`config.mk`:
```
export PLATFORM = sky130hd
export DESIGN_NAME = sha256_target_check
export DESIGN_NICKNAME = d
export VERILOG_FILES = /design/src/rtl/sha256_target_check.sv
export SDC_FILE = /design/constraint.sdc
export NUM_CORES = 1
export LEC_CHECK = 0
export ABC_AREA = 1
export CAP_MARGIN = 20
export CORE_UTILIZATION = 52
export DETAILED_ROUTE_END_ITERATION = 16
export PLACE_DENSITY = 0.8
export SETUP_SLACK_MARGIN = 0.4
export SLEW_MARGIN = 20
export SYNTH_ARGS = -nofsm -noshare
export SYNTH_HDL_FRONTEND = slang
export SYNTH_SLANG_ARGS = --single-unit
```
`constraint.sdc`:
```
create_clock -name clk -period 2.41 [get_ports clk]
set_input_delay 0.482 -clock clk [delete_from_list [all_inputs] [get_ports clk]]
set_output_delay 0.482 -clock clk [all_outputs]
set_load 0.005 [all_outputs]
```
`src/rtl/sha256_target_check.sv`:
```
// Bitcoin-style share check: collects the eight second-pass digest words, byte-reverses
// the top 64 bits and compares them against a latched target, holding the first hit.
module sha256_target_check (
    input  logic        clk,
    input  logic        rst,
    input  logic        digest_start,
    input  logic        digest_valid,
    input  logic [31:0] digest_word,
    input  logic [31:0] nonce_in,
    input  logic [63:0] target64,
    input  logic        found_ack,
    output logic        busy,
    output logic        found,
    output logic [31:0] found_nonce,
    output logic [63:0] found_top,
    output logic        lost_hit,
    output logic [31:0] hash_count,
    output logic        seq_err
);

    typedef enum logic [1:0] {IDLE, COLLECT, CMP} state_t;

    state_t      state;
    logic [2:0]  idx;
    logic [31:0] w6;
    logic [31:0] w7;
    logic [31:0] nonce_q;
    logic [63:0] target_q;
    logic [63:0] v64;
    logic        hit;

    function automatic logic [31:0] bswap(input logic [31:0] w);
        return {w[7:0], w[15:8], w[23:16], w[31:24]};
    endfunction

    // The digest is big-endian per word; the value miners compare is the byte-reversed tail.
    assign v64 = {bswap(w7), bswap(w6)};
    assign hit = (v64 <= target_q);

    // NOTE: the datapath registers are reset too, so a digest abandoned by reset
    // leaves no stale words, nonce or target behind.
    always_ff @(posedge clk or negedge rst) begin
        if (!rst) begin
            state       <= IDLE;
            idx         <= '0;
            w6          <= '0;
            w7          <= '0;
            nonce_q     <= '0;
            target_q    <= '0;
            busy        <= 1'b0;
            found       <= 1'b0;
            found_nonce <= '0;
            found_top   <= '0;
            lost_hit    <= 1'b0;
            hash_count  <= '0;
            seq_err     <= 1'b0;
        end else begin
            // NOTE: non-blocking assignments throughout; a later assignment in this
            // block (a hit in CMP) overrides the acknowledge clear below.
            if (found_ack) begin
                found    <= 1'b0;
                lost_hit <= 1'b0;
            end

            case (state)
                IDLE: begin
                    if (digest_valid) seq_err <= 1'b1;
                    if (digest_start) begin
                        state    <= COLLECT;
                        busy     <= 1'b1;
                        idx      <= '0;
                        nonce_q  <= nonce_in;
                        target_q <= target64;
                    end
                end
                COLLECT: begin
                    if (digest_start) begin
                        idx      <= '0;
                        nonce_q  <= nonce_in;
                        target_q <= target64;
                        seq_err  <= 1'b1;
                    end else if (digest_valid) begin
                        idx <= idx + 3'd1;
                        if (idx == 3'd6) w6 <= digest_word;
                        if (idx == 3'd7) begin
                            w7    <= digest_word;
                            state <= CMP;
                        end
                    end
                end
                CMP: begin
                    if (digest_start) seq_err <= 1'b1;
                    hash_count <= hash_count + 32'd1;
                    state      <= IDLE;
                    busy       <= 1'b0;
                    if (hit) begin
                        if (!found || found_ack) begin
                            found       <= 1'b1;
                            found_nonce <= nonce_q;
                            found_top   <= v64;
                            lost_hit    <= 1'b0;
                        end else begin
                            lost_hit <= 1'b1;
                        end
                    end
                end
                default: begin
                    state <= IDLE;
                    busy  <= 1'b0;
                end
            endcase
        end
    end

endmodule
```
# Word-level counts from Yosys, hierarchy flattened

Index checks and enable logic that the tools add are counted.

Bits in registers: 297
Output and inout port bits: 132
Word-level logic and storage cells: 65

$add $sub $neg: 2
Order comparisons: 1
Equality and inequality tests: 11
Multiplexer cells: 21
Bitwise operators: 2
Reductions and logical operators: 15

Operator list:

| cell                                                 | count |
|---|---|
| <= comparator 64 bit                                 | 1 |
| adder 32 x 1 -> 32 bit (second input constant)       | 1 |
| AND reduction 4 bit                                  | 3 |
| two-way mux 1 bit                                    | 10 |
| != test 2 bit (second input constant)                | 5 |
| two-way mux 3 bit                                    | 3 |
| AND reduction 3 bit                                  | 3 |
| two-way mux 2 bit                                    | 4 |
| equality test 3 bit (second input constant)          | 2 |
| case mux 3 bit (2 select lines)                      | 1 |
| case mux 1 bit (2 select lines)                      | 2 |
| case mux 2 bit (2 select lines)                      | 1 |
| AND reduction 2 bit                                  | 2 |
| nonzero test 2 bit                                   | 2 |
| OR reduction 2 bit                                   | 2 |
| adder 3 x 1 -> 3 bit (second input constant)         | 1 |
| != test 3 bit (second input constant)                | 1 |
| equality test 2 x 1 -> 1 bit (second input constant) | 1 |
| equality test 2 bit (second input constant)          | 1 |
| zero test 2 bit                                      | 1 |
| != test 2 x 1 -> 1 bit (second input constant)       | 1 |
| NOT 1 bit                                            | 2 |
| zero test 1 bit                                      | 1 |
| logical OR 1 bit                                     | 1 |

# Longest topological paths before layout

Word-level depth: 5
Gate-level depth with buffers: 21
Depth with buffers taken out: 20

# Worst setup path after synthesis

Ideal clock, no wire load.

Path type: reg-to-reg
Start point: register w7[15]
End point: register found_nonce[0]
Arrival time: 1947 ps
Required time: 2293 ps
Setup slack: 346 ps
Cell stages (with the launch flop): 13
Path buffers: 2
Period minus slack after synthesis: 2064 ps
Cell sequence: dfrtp_1 -> ha_1 -> nand2_1 -> nor4_1 -> nand2_1 -> nor2_1 -> nand4_1 -> nand2_2 -> nand3_2 -> buf_4 -> buf_6 -> nand2_1 -> nand2_1

Word-level cells in the longest chain between the ends: 2

RTL lines:

| element                       | RTL line | text |
|---|---|---|
| from (decl)                   | 26       | `logic [31:0] w7;` |
| from (signal assigned)        | 86       | `w7 <= digest_word;` |
| <= comparator 64 bit          | 38       | `assign hit = (v64 <= target_q);` |
| AND reduction 3 bit (no line) | n/a      |  |
| to (signal assigned)          | 99       | `found_nonce <= nonce_q;` |
| to (decl)                     | 14       | `output logic [31:0] found_nonce,` |

No other way between the ends.
A chain may end at the register's enable or synchronous reset.

# Final worst setup path

Start point: register w7[3]
End point: register found_nonce[16]

Same word-level chain as after synthesis.

==> results.py <==
metrics = {
    "pwr": {
        "ir_worst_vdd_mv": 0.533,
        "cellPowerDensity_mw_per_mm2": 722,
        "p_leak_nw": 9.77,
    },
    "detailed_routing": {
        "vias": 11800,
        "post-route-drc-count": 0,
        "drt-pass1-iter-count": 5,
        "drt_wl_total_mm": 42.5,
        "vias_per_cell": 5.64,
        "antenna_left": 0,
        "drt_iter0_drc": 1113,
        "drt-wirelength-per-cell_um": 20.3,
    },
    "yosys": {
        "synthFlopType": "dfrtp_1",
        "syn_area_mm2": 0.0133,
        "seq_area_frac_synth_pct": 55.7,
        "synth.most_common_cell": "nand2_1",
        "yosysWarnings": 0,
        "synth_top_area_cell": "dfrtp_1",
        "yosysTopAreaCellShare_pct": 55.7,
        "synth-seq-cells": 297,
        "avgSynthCellArea_um2": 9.38,
        "synthTopCellsByArea": "dfrtp_1 56%, nand2_1 10%, ha_1 6.8%",
        "netlist_instances": 1422,
        "synth_common_cells": "354 x nand2_1, 297 x dfrtp_1, 142 x inv_1",
        "synth_nets": 1627,
        "synth_cell_types": 31,
        "synthArstFlopShare_pct": 100,
        "synth_edf_count": 0,
    },
    "global_route": {
        "grt_usage_pct": 29.2,
        "grt_max_degree": 110,
        "antenna_found_initial": 0,
        "globalRouteOverflowTotal": 0,
        "grt_pass1_vias": 11200,
        "grt_pass1_wl_mm": 59.6,
    },
    "place": {
        "place_area_mm2": 0.0164,
        "dp_slack_ns": -0.102,
        "place.gp.congestion": 0.877,
        "dp_hpwl_mm": 24.6,
        "io_buffers": 264,
        "dp_cells": 1966,
    },
    "floorplanning": {
        "die-area_mm2": 0.0263,
        "initial_core_util_pct": 53.0,
        "core-area_mm2": 0.0252,
        "die_w_um": 162,
        "placementRows": 58,
        "die_h_um": 162,
        "pin_count": 265,
    },
    "layout": {
        "nNetsFinal": 1949,
        "area_growth_pct": 44.1,
        "final_cells": 2097,
        "nFillCells": 1593,
        "design_area_mm2": 0.0192,
        "drive_above_1_share_pct": 17.6,
        "num_antenna_cells": 0,
        "utilization_pct": 76.3,
    },
    "job": {
        "drv_cap": 0,
    },
    "status": {
        "violations": "negative setup slack",
        "status": "finished, violations left",
    },
    "cts": {
        "clk_pin_slew_ns": 0.07,
        "clk_latency_ns": 0.56,
        "cts_root_buf": "clkbuf_16",
        "cts_sinks": 297,
        "cts_max_level": 1,
        "cts_buffers": 30,
        "cts_tree": "done",
        "clock_path_buffers": 3,
    },
    "timing": {
        "finClkSkew_ns": 0.0109,
        "final-max-slew-violation-count": 0,
        "setup_viol": 85,
        "fin_setup_tns_ns": -4.50,
        "rsz0062_at_grt": "yes",
        "slew_headroom_pct": 39.8,
        "tightest_slew_ns": 0.903,
        "setup_ws_ns": -0.0961,
        "finalHoldViolCount": 0,
        "clock.fmax_ghz": 0.399,
        "period_share_pct": 104,
        "finalCriticalPeriod_ns": 2.51,
    },
    "worst_setup_path": {
        "crit_required_ns": 2.86,
        "start_kind": "flip-flop",
        "crit_type": "flip-flop to flip-flop",
        "crit_path_max_fanout": 6,
        "cp.arrival_ns": 2.96,
        "endpoint_kind": "flip-flop",
        "rr_worst_depth": 12,
    },
    "worst_hold_path": {
        "min_path_type": "primary input to async pin",
    },
}
[layout by cell type (no fill, tap or decap), types with 10 or more instances in the layout]
cell and n:
o21ai_0 74, nor2_1 80, mux2_2 33, clkbuf_16 41, ha_1 58, nand2_4 30, xor2_1 21, clkdlybuf4s50_1 243
dfrtp_1 290, nand2_1 281, buf_4 55, nand2_2 44, inv_1 140, ha_4 13, nand4_1 107, xnor2_1 10
buf_16 11, a21oi_1 88, buf_12 13, dlymetal6s2s_1 15, nand3_1 12, nor3_1 10
[per-layer routing]
metal  global-route usage [%]  up-vias  routed length (um)
met3                     5.62      106                3610
met1                     40.2     5785               16900
met5                        0        -                   0
met4                     9.39        0                1590
met2                     46.6      624               20500
li1                         -     5317                   -
[metrics by stage]
step | hold WS, ns | power (mW)
final | 0.440 | 13.9
after global routing | 0.458 | 14.5
after CTS | 0.435 | 13.4
after detailed placement | 0.420 | 8.32
after global placement | 0.422 | 8.15
after floorplan | 0.186 | 7.44
[logic make-up (layout without fill, tap and decap cells)]
family                     Yosys count  in the layout  share of synthesized area [%]
xor gates and xnor gates            31             31                           2.04
muxes                               33             33                           2.79
DFF                                297            297                           55.7
adders and majority gates           72             72                           6.75
and+or+nand+nor                    595            595                           19.4
buffers and inverters              215            560                           6.43
AOI/OAI and AO/OA                  179            179                           6.89
[worst max-delay path: stages, from the launching register on]
cell and delay (ns):
dfrtp_1 0.41, ha_1 0.33, nand2_1 0.09, nor3_2 0.28, nand2_2 0.14, nor2_4 0.15
nand4_1 0.18, nand2_4 0.15, nand3_4 0.14, buf_6 0.23, buf_6 0.14, nand2_1 0.09
nand2_1 0.06
[flip-flops by register name, indices dropped and copies added, names as in the netlist]
register     count
busy             1
found            1
found_nonce     32
found_top       64
hash_count      32
idx              3
lost_hit         1
nonce_q         32
seq_err          1
state            2
target_q        64
w6              32
w7              32
[area by class of cell]
| class | count | area (um^2) | share of cell area [%] |
|---|---|---|---|
| Timing Repair Buffer | 363 | 4050 | 21.0 |
| Sequential cell | 297 | 7440 | 38.7 |
| Multi-Input combinational cell | 910 | 5710 | 29.7 |
| Tap cell | 330 | 413 | 2.15 |
| Clock inverter | 13 | 198 | 1.03 |
| Inverter | 142 | 533 | 2.77 |
| Clock buffer | 42 | 887 | 4.61 |
[repair_timing]
item	in CTS	in global routing
endpoints found under the setup margin	121	174
endpoints found under the hold margin	47	0
pin swaps	30	31
buffers inserted	22	33
gates cloned	8	12
hold buffers	1	0
resized for setup	87	116
[worst paths after layout]
| path | startpoint | end | slack, ns |
|---|---|---|---|
| hold / removal | rst | found_nonce[11]$_DFFE_PN0P_ | 0.44 |
| setup / recovery | w7[3]$_DFFE_PN0P_ | found_nonce[16]$_DFFE_PN0P_ | -0.1 |
| hold reg to reg | found_top[8]$_DFFE_PN0P_ | found_top[8]$_DFFE_PN0P_ | 0.47 |
| max in group asynchronous | rst | w6[26]$_DFFE_PN0P_ | 1.05 |
| setup reg to reg | w7[3]$_DFFE_PN0P_ | found_nonce[16]$_DFFE_PN0P_ | -0.1 |
| min in group clk | found_top[8]$_DFFE_PN0P_ | found_top[8]$_DFFE_PN0P_ | 0.47 |
[power by group]
part	total, mW	switching [mW]	internal (mW)
clock	5.09	2.00	3.09
combinational	2.82	1.58	1.24
sequential	5.98	0.284	5.69
No activity file was read; power rests on OpenSTA's default activity.
